===== src/rtl/regfile_pkg.sv =====
// Shared defaults and types for the multi-port register file and its busy scoreboard.
package regfile_pkg;

  localparam int DATA_W = 32;
  localparam int ADDR_W = 5;
  localparam int NUM_RD = 2;
  localparam int DEPTH  = 1 << ADDR_W;

  typedef logic [ADDR_W-1:0] reg_addr_t;
  typedef logic [DATA_W-1:0] reg_data_t;

endpackage


===== src/rtl/regfile_scoreboard.sv =====
// Per-register busy scoreboard: decode reserves a destination, writeback releases it.
// Lookups see a same-cycle release so a consumer is not stalled in the writeback cycle.
module regfile_scoreboard
  import regfile_pkg::*;
#(
  parameter int P_ADDR_W   = ADDR_W,
  parameter int P_NUM_RD   = NUM_RD,
  parameter int P_ZERO_REG = 1
) (
  input  logic                         clk,
  input  logic                         rst_n,
  input  logic                         set_en,
  input  logic [P_ADDR_W-1:0]          set_addr,
  input  logic                         clr_en,
  input  logic [P_ADDR_W-1:0]          clr_addr,
  input  logic [P_NUM_RD*P_ADDR_W-1:0] lk_addr,
  output logic [P_NUM_RD-1:0]          lk_busy,
  output logic [P_ADDR_W:0]            busy_cnt
);

  localparam int NREG = 1 << P_ADDR_W;

  logic [NREG-1:0] busy_q, busy_d;
  logic [P_ADDR_W:0] cnt_q, cnt_d;
  logic set_ok;

  assign set_ok = set_en && !((P_ZERO_REG != 0) && set_addr == '0);

  // A new reservation wins over a completing write to the same register.
  always_comb begin
    busy_d = busy_q;
    for (int i = 0; i < NREG; i++) begin
      if (set_ok && set_addr == P_ADDR_W'(i)) begin
        busy_d[i] = 1'b1;
      end else if (clr_en && clr_addr == P_ADDR_W'(i)) begin
        busy_d[i] = 1'b0;
      end
    end
  end

  always_comb begin
    cnt_d = '0;
    for (int i = 0; i < NREG; i++) begin
      cnt_d = cnt_d + (P_ADDR_W+1)'(busy_d[i]);
    end
  end

  always_ff @(posedge clk or negedge rst_n) begin
    if (!rst_n) begin
      busy_q <= '0;
      cnt_q  <= '0;
    end else begin
      busy_q <= busy_d;
      cnt_q  <= cnt_d;
    end
  end

  assign busy_cnt = cnt_q;

  for (genvar k = 0; k < P_NUM_RD; k++) begin : g_lk
    logic [P_ADDR_W-1:0] a;
    logic rel;
    assign a          = lk_addr[k*P_ADDR_W +: P_ADDR_W];
    assign rel        = clr_en && clr_addr == a && !(set_ok && set_addr == a);
    assign lk_busy[k] = rst_n && busy_q[a] && !rel;
  end

endmodule


===== src/rtl/regfile_mp.sv =====
// Multi-read-port register file with write-first bypass, rd/rt destination select,
// optional hardwired zero register and a busy scoreboard for the pipelined datapath.
module regfile_mp
  import regfile_pkg::*;
#(
  parameter int DATA_W   = regfile_pkg::DATA_W,
  parameter int ADDR_W   = regfile_pkg::ADDR_W,
  parameter int NUM_RD   = regfile_pkg::NUM_RD,
  parameter int ZERO_REG = 1
) (
  input  logic                     clk,
  input  logic                     rst_n,
  input  logic [NUM_RD*ADDR_W-1:0] rd_addr,
  output logic [NUM_RD*DATA_W-1:0] rd_data,
  output logic [NUM_RD-1:0]        rd_busy,
  input  logic                     wr_en,
  input  logic                     regdst,
  input  logic [ADDR_W-1:0]        wr_rd,
  input  logic [ADDR_W-1:0]        wr_rt,
  input  logic [DATA_W-1:0]        wr_data,
  input  logic                     alloc_en,
  input  logic [ADDR_W-1:0]        alloc_addr,
  output logic [ADDR_W:0]          busy_cnt
);

  localparam int NREG = 1 << ADDR_W;
  localparam bit ZR   = (ZERO_REG != 0);

  logic [DATA_W-1:0] mem_q [NREG];
  logic [ADDR_W-1:0] waddr;
  logic              wr_ok;

  assign waddr = regdst ? wr_rd : wr_rt;
  assign wr_ok = wr_en && !(ZR && waddr == '0);

  always_ff @(posedge clk or negedge rst_n) begin
    if (!rst_n) begin
      for (int i = 0; i < NREG; i++) mem_q[i] <= '0;
    end else if (wr_ok) begin
      mem_q[waddr] <= wr_data;
    end
  end

  // Reads are forced to zero while reset is held, even if a write is presented.
  for (genvar k = 0; k < NUM_RD; k++) begin : g_rd
    logic [ADDR_W-1:0] a;
    assign a = rd_addr[k*ADDR_W +: ADDR_W];
    assign rd_data[k*DATA_W +: DATA_W] =
      (!rst_n || (ZR && a == '0)) ? '0 :
      (wr_ok && waddr == a)       ? wr_data :
                                    mem_q[a];
  end

  regfile_scoreboard #(
    .P_ADDR_W   (ADDR_W),
    .P_NUM_RD   (NUM_RD),
    .P_ZERO_REG (ZERO_REG)
  ) u_sb (
    .clk      (clk),
    .rst_n    (rst_n),
    .set_en   (alloc_en),
    .set_addr (alloc_addr),
    .clr_en   (wr_en),
    .clr_addr (waddr),
    .lk_addr  (rd_addr),
    .lk_busy  (rd_busy),
    .busy_cnt (busy_cnt)
  );

endmodule


===== config.mk =====
export PLATFORM = sky130hd
export DESIGN_NAME = regfile_mp
export DESIGN_NICKNAME = d
export VERILOG_FILES = /design/src/rtl/regfile_pkg.sv /design/src/rtl/regfile_scoreboard.sv /design/src/rtl/regfile_mp.sv
export SDC_FILE = /design/constraint.sdc
export NUM_CORES = 2
export LEC_CHECK = 0
export ABC_AREA = 1
export CORE_UTILIZATION = 30
export CTS_CLUSTER_DIAMETER = 150
export DETAILED_ROUTE_END_ITERATION = 8
export PLACE_DENSITY_LB_ADDON = 0.1
export SETUP_SLACK_MARGIN = 0.2
export SLEW_MARGIN = 30
export SYNTH_ARGS = -nofsm -noshare
export SYNTH_HDL_FRONTEND = slang
export SYNTH_SLANG_ARGS = --single-unit

===== constraint.sdc =====
create_clock -name clk -period 7.1 [get_ports clk]
set_clock_uncertainty 0.2 [all_clocks]
set_input_delay 1.42 -clock clk [delete_from_list [all_inputs] [get_ports clk]]
set_output_delay 1.42 -clock clk [all_outputs]
set_load 0.1 [all_outputs]

==> flow_metrics.py <==
metrics = {
    "cts": {
        "cts.htree.levels": 4,
        "post-cts-setup-buffer-count": 0,
        "clk_path_buf_depth": 3,
        "cts_sinks": 1062,
        "numCtsBuffers": 139,
        "clk_latency_ns": 0.79,
        "root_buffer": "clkbuf_16",
        "path_clk_slew_ns": 0.05,
        "cts_tree": "done",
        "post_cts_resized": 0,
        "hold_buffers": 0,
    },
    "sta": {
        "hold-worst-slack_ns": 0.1970,
        "fin_setup_tns_ns": 0,
        "final.min_clock_period_ns": 6.639,
        "max_freq_ghz": 0.1506,
        "period_share_pct": 93.51,
        "drv_slew": 0,
        "hold_viol_final": 0,
        "rsz0062_at_grt": "no",
        "finalWorstSetupSlack_ns": 0.4611,
        "tightest_slew_ns": 1.063,
        "maxSlewHeadroom_pct": 29.15,
        "setup_viol": 0,
    },
    "worst_setup_path": {
        "endpoint_kind": "flop",
        "cp_max_fo": 8,
        "critPathKind": "in2reg",
        "critPathRequiredTime_ns": 7.56,
        "startpoint_type": "input port",
        "cp.arrival_ns": 7.10,
        "rrSetupSlack_ns": 1.90,
    },
    "global_routing": {
        "grt_first_pass_wirelength_mm": 424.5,
        "grt_use_total_pct": 28.17,
        "grt_max_degree": 154,
        "grt-ovfl-total": 0,
        "grt_pass1_vias": 58667,
        "antenna_found_initial": 6,
    },
    "yosys": {
        "syn-instance-count": 8712,
        "syn_avg_cell_area_um2": 6.923,
        "ys_types": 41,
        "async_flop_share_pct": 100.0,
        "synth-seq-cells": 1062,
        "synth_edf_count": 0,
        "dominantRegCellSynth": "dfrtp_1",
        "yosysSeqAreaShare_pct": 44.06,
        "syn-num-nets": 8806,
        "syn_area_um2": 60310,
        "yosys_warnings": 0,
    },
    "route": {
        "viasPerCell": 5.415,
        "wire_per_inst_um": 25.84,
        "vias": 60774,
        "routed_wirelength_mm": 290.0,
        "drcViolationCount": 0,
        "firstDrtPassIters": 6,
        "drt_first_iter_violations": 6296,
        "antenna_left": 0,
    },
    "final_layout": {
        "layout.nets": 8554,
        "drive_gt1_share_pct": 8.020,
        "area_growth_pct": 15.66,
        "multi_input_area_um2": 29690,
        "final_cells": 11223,
        "postLayoutCoreUtil_pct": 34.94,
        "final-seq-area_um2": 26580,
        "nFillCells": 21219,
    },
    "outcome": {
        "outcome": "complete, no violations",
    },
    "place": {
        "hpwl_mm": 161.8,
        "place_inst": 10975,
        "portBuffers": 133,
        "place_ws_ns": -0.3368,
        "gp_congestion": 0.8649,
    },
    "floorplan": {
        "rows": 164,
        "die-width_um": 450.4,
        "die_y_um": 450.4,
        "io_pins": 134,
        "coreArea_um2": 199700,
        "start_util_pct": 30.21,
        "die_area_um2": 202800,
    },
    "min_path": {
        "hold_class": "reg2reg",
    },
    "power": {
        "leakagePower_uw": 0.03149,
        "power_density_nw_per_um2": 328.4,
        "ir_drop_mv": 0.5796,
    },
    "run": {
        "drv_cap": 0,
    },
}
synthesized netlist by cell type, types with 24 or more instances:
library cell	count	share of area [%]
nand2_1	3336	21
nand3_1	1868	16
dfrtp_1	1062	44
o21ai_0	911	7.6
clkbuf_1	466	2.9
buf_2	228	1.9
nor2_1	200	1.2
inv_1	167	1.0
o21ai_1	137	1.1
buf_1	92	0.57
a21oi_1	52	0.43
inv_2	27	0.17
fa_1	24	0.80
where the power goes:
| group | switching (uW) | total, uW | leakage (uW) | internal [uW] |
|---|---|---|---|---|
| clock | 2990 | 7640 | 0.00240 | 4650 |
| sequential | 1040 | 8520 | 0.0138 | 7480 |
| combinational | 4090 | 6750 | 0.0153 | 2660 |
through the flow:
| stage | cell area [um^2] | power, uW |
|---|---|---|
| 6_report | 69760 | 22910 |
| 5_1_grt | 69750 | 24500 |
| 4_1_cts | 69730 | 23100 |
| 3_5_place_dp | 64890 | 15370 |
| 3_3_place_gp | 64880 | 15360 |
| 2_1_floorplan | 60310 | 13120 |
final timing paths:
check | endpoint | start | depth (start not counted)
setup / recovery | u_sb.busy_cnt[4] | regdst | 24
hold / removal | mem_q[1004] | mem_q[1004] | 0
setup reg to reg | u_sb.busy_cnt[4] | u_sb.busy_q[1] | 16
hold reg to reg | mem_q[1004] | mem_q[1004] | 0
max in group asynchronous | mem_q[212] | rst_n | 4
min in group asynchronous | mem_q[193] | rst_n | 1
layer usage:
metal  wire, um  global-route usage [%]
met5          9                       0
met2     134000                   45.98
met4      12180                   11.17
met3      17930                   3.656
met1     125900                   37.63
logic make-up after synthesis:
logic type	count (synthesis)	synth area share (%)
XOR/XNOR	10	0.1452
AO/OA/AOI/OAI	1143	9.649
flip-flops	1062	44.06
buffers and inverters	999	6.859
AND/OR/NAND/NOR	5466	38.32
adder cells (fa/ha/maj)	32	0.9626
area by class of cell:
| type | count | share of cell area [%] |
|---|---|---|
| diodes | 1 | 0.003587 |
| clock buffers | 199 | 5.910 |
| clock inverters | 48 | 1.030 |
| inverters | 196 | 1.178 |
| multi-input cells | 6651 | 42.56 |
| flip-flops and latches | 1062 | 38.10 |
| well taps | 2656 | 4.764 |
| repair buffers | 410 | 6.452 |
flip-flops by register name (all words and copies together) (netlist names):
register	flops
mem_q	1024
u_sb.busy_cnt	6
u_sb.busy_q	32
cell usage in the layout (no fill, tap or decap), drive strengths merged:
cell,count
nand2,3351
fa,24
nand3,1872
xor2,6
ha,8
xnor2,4
a31oi,1
nor2,221
clkinv,43
o21a,7
nand4,11
o21ai,1049
a22oi,6
clkdlybuf4s50,56
nor3,8
bufinv,17
o22ai,14
clkbuf,201
inv,184
or2,3
a21boi,1
buf,352
a21oi,52
diode,1
dfrtp,1062
o211ai,12
a32oi,1
worst max-delay path, stage by stage:
cell and delay [ns]:
clkdlybuf4s50_1 0.46, buf_4 0.17, inv_6 0.06, nand2_4 0.07
nand2_4 0.06, buf_4 0.16, nor2_4 0.13, nand2_4 0.08
nor2_8 0.10, o22ai_1 0.09, ha_1 0.32, fa_1 0.50
fa_1 0.55, fa_1 0.44, fa_1 0.49, inv_1 0.05
fa_1 0.45, fa_1 0.51, fa_1 0.16, inv_1 0.06
fa_1 0.44, nand3_1 0.09, nand3_1 0.08, xor2_1 0.14
Power figures use the tool's default switching activity.
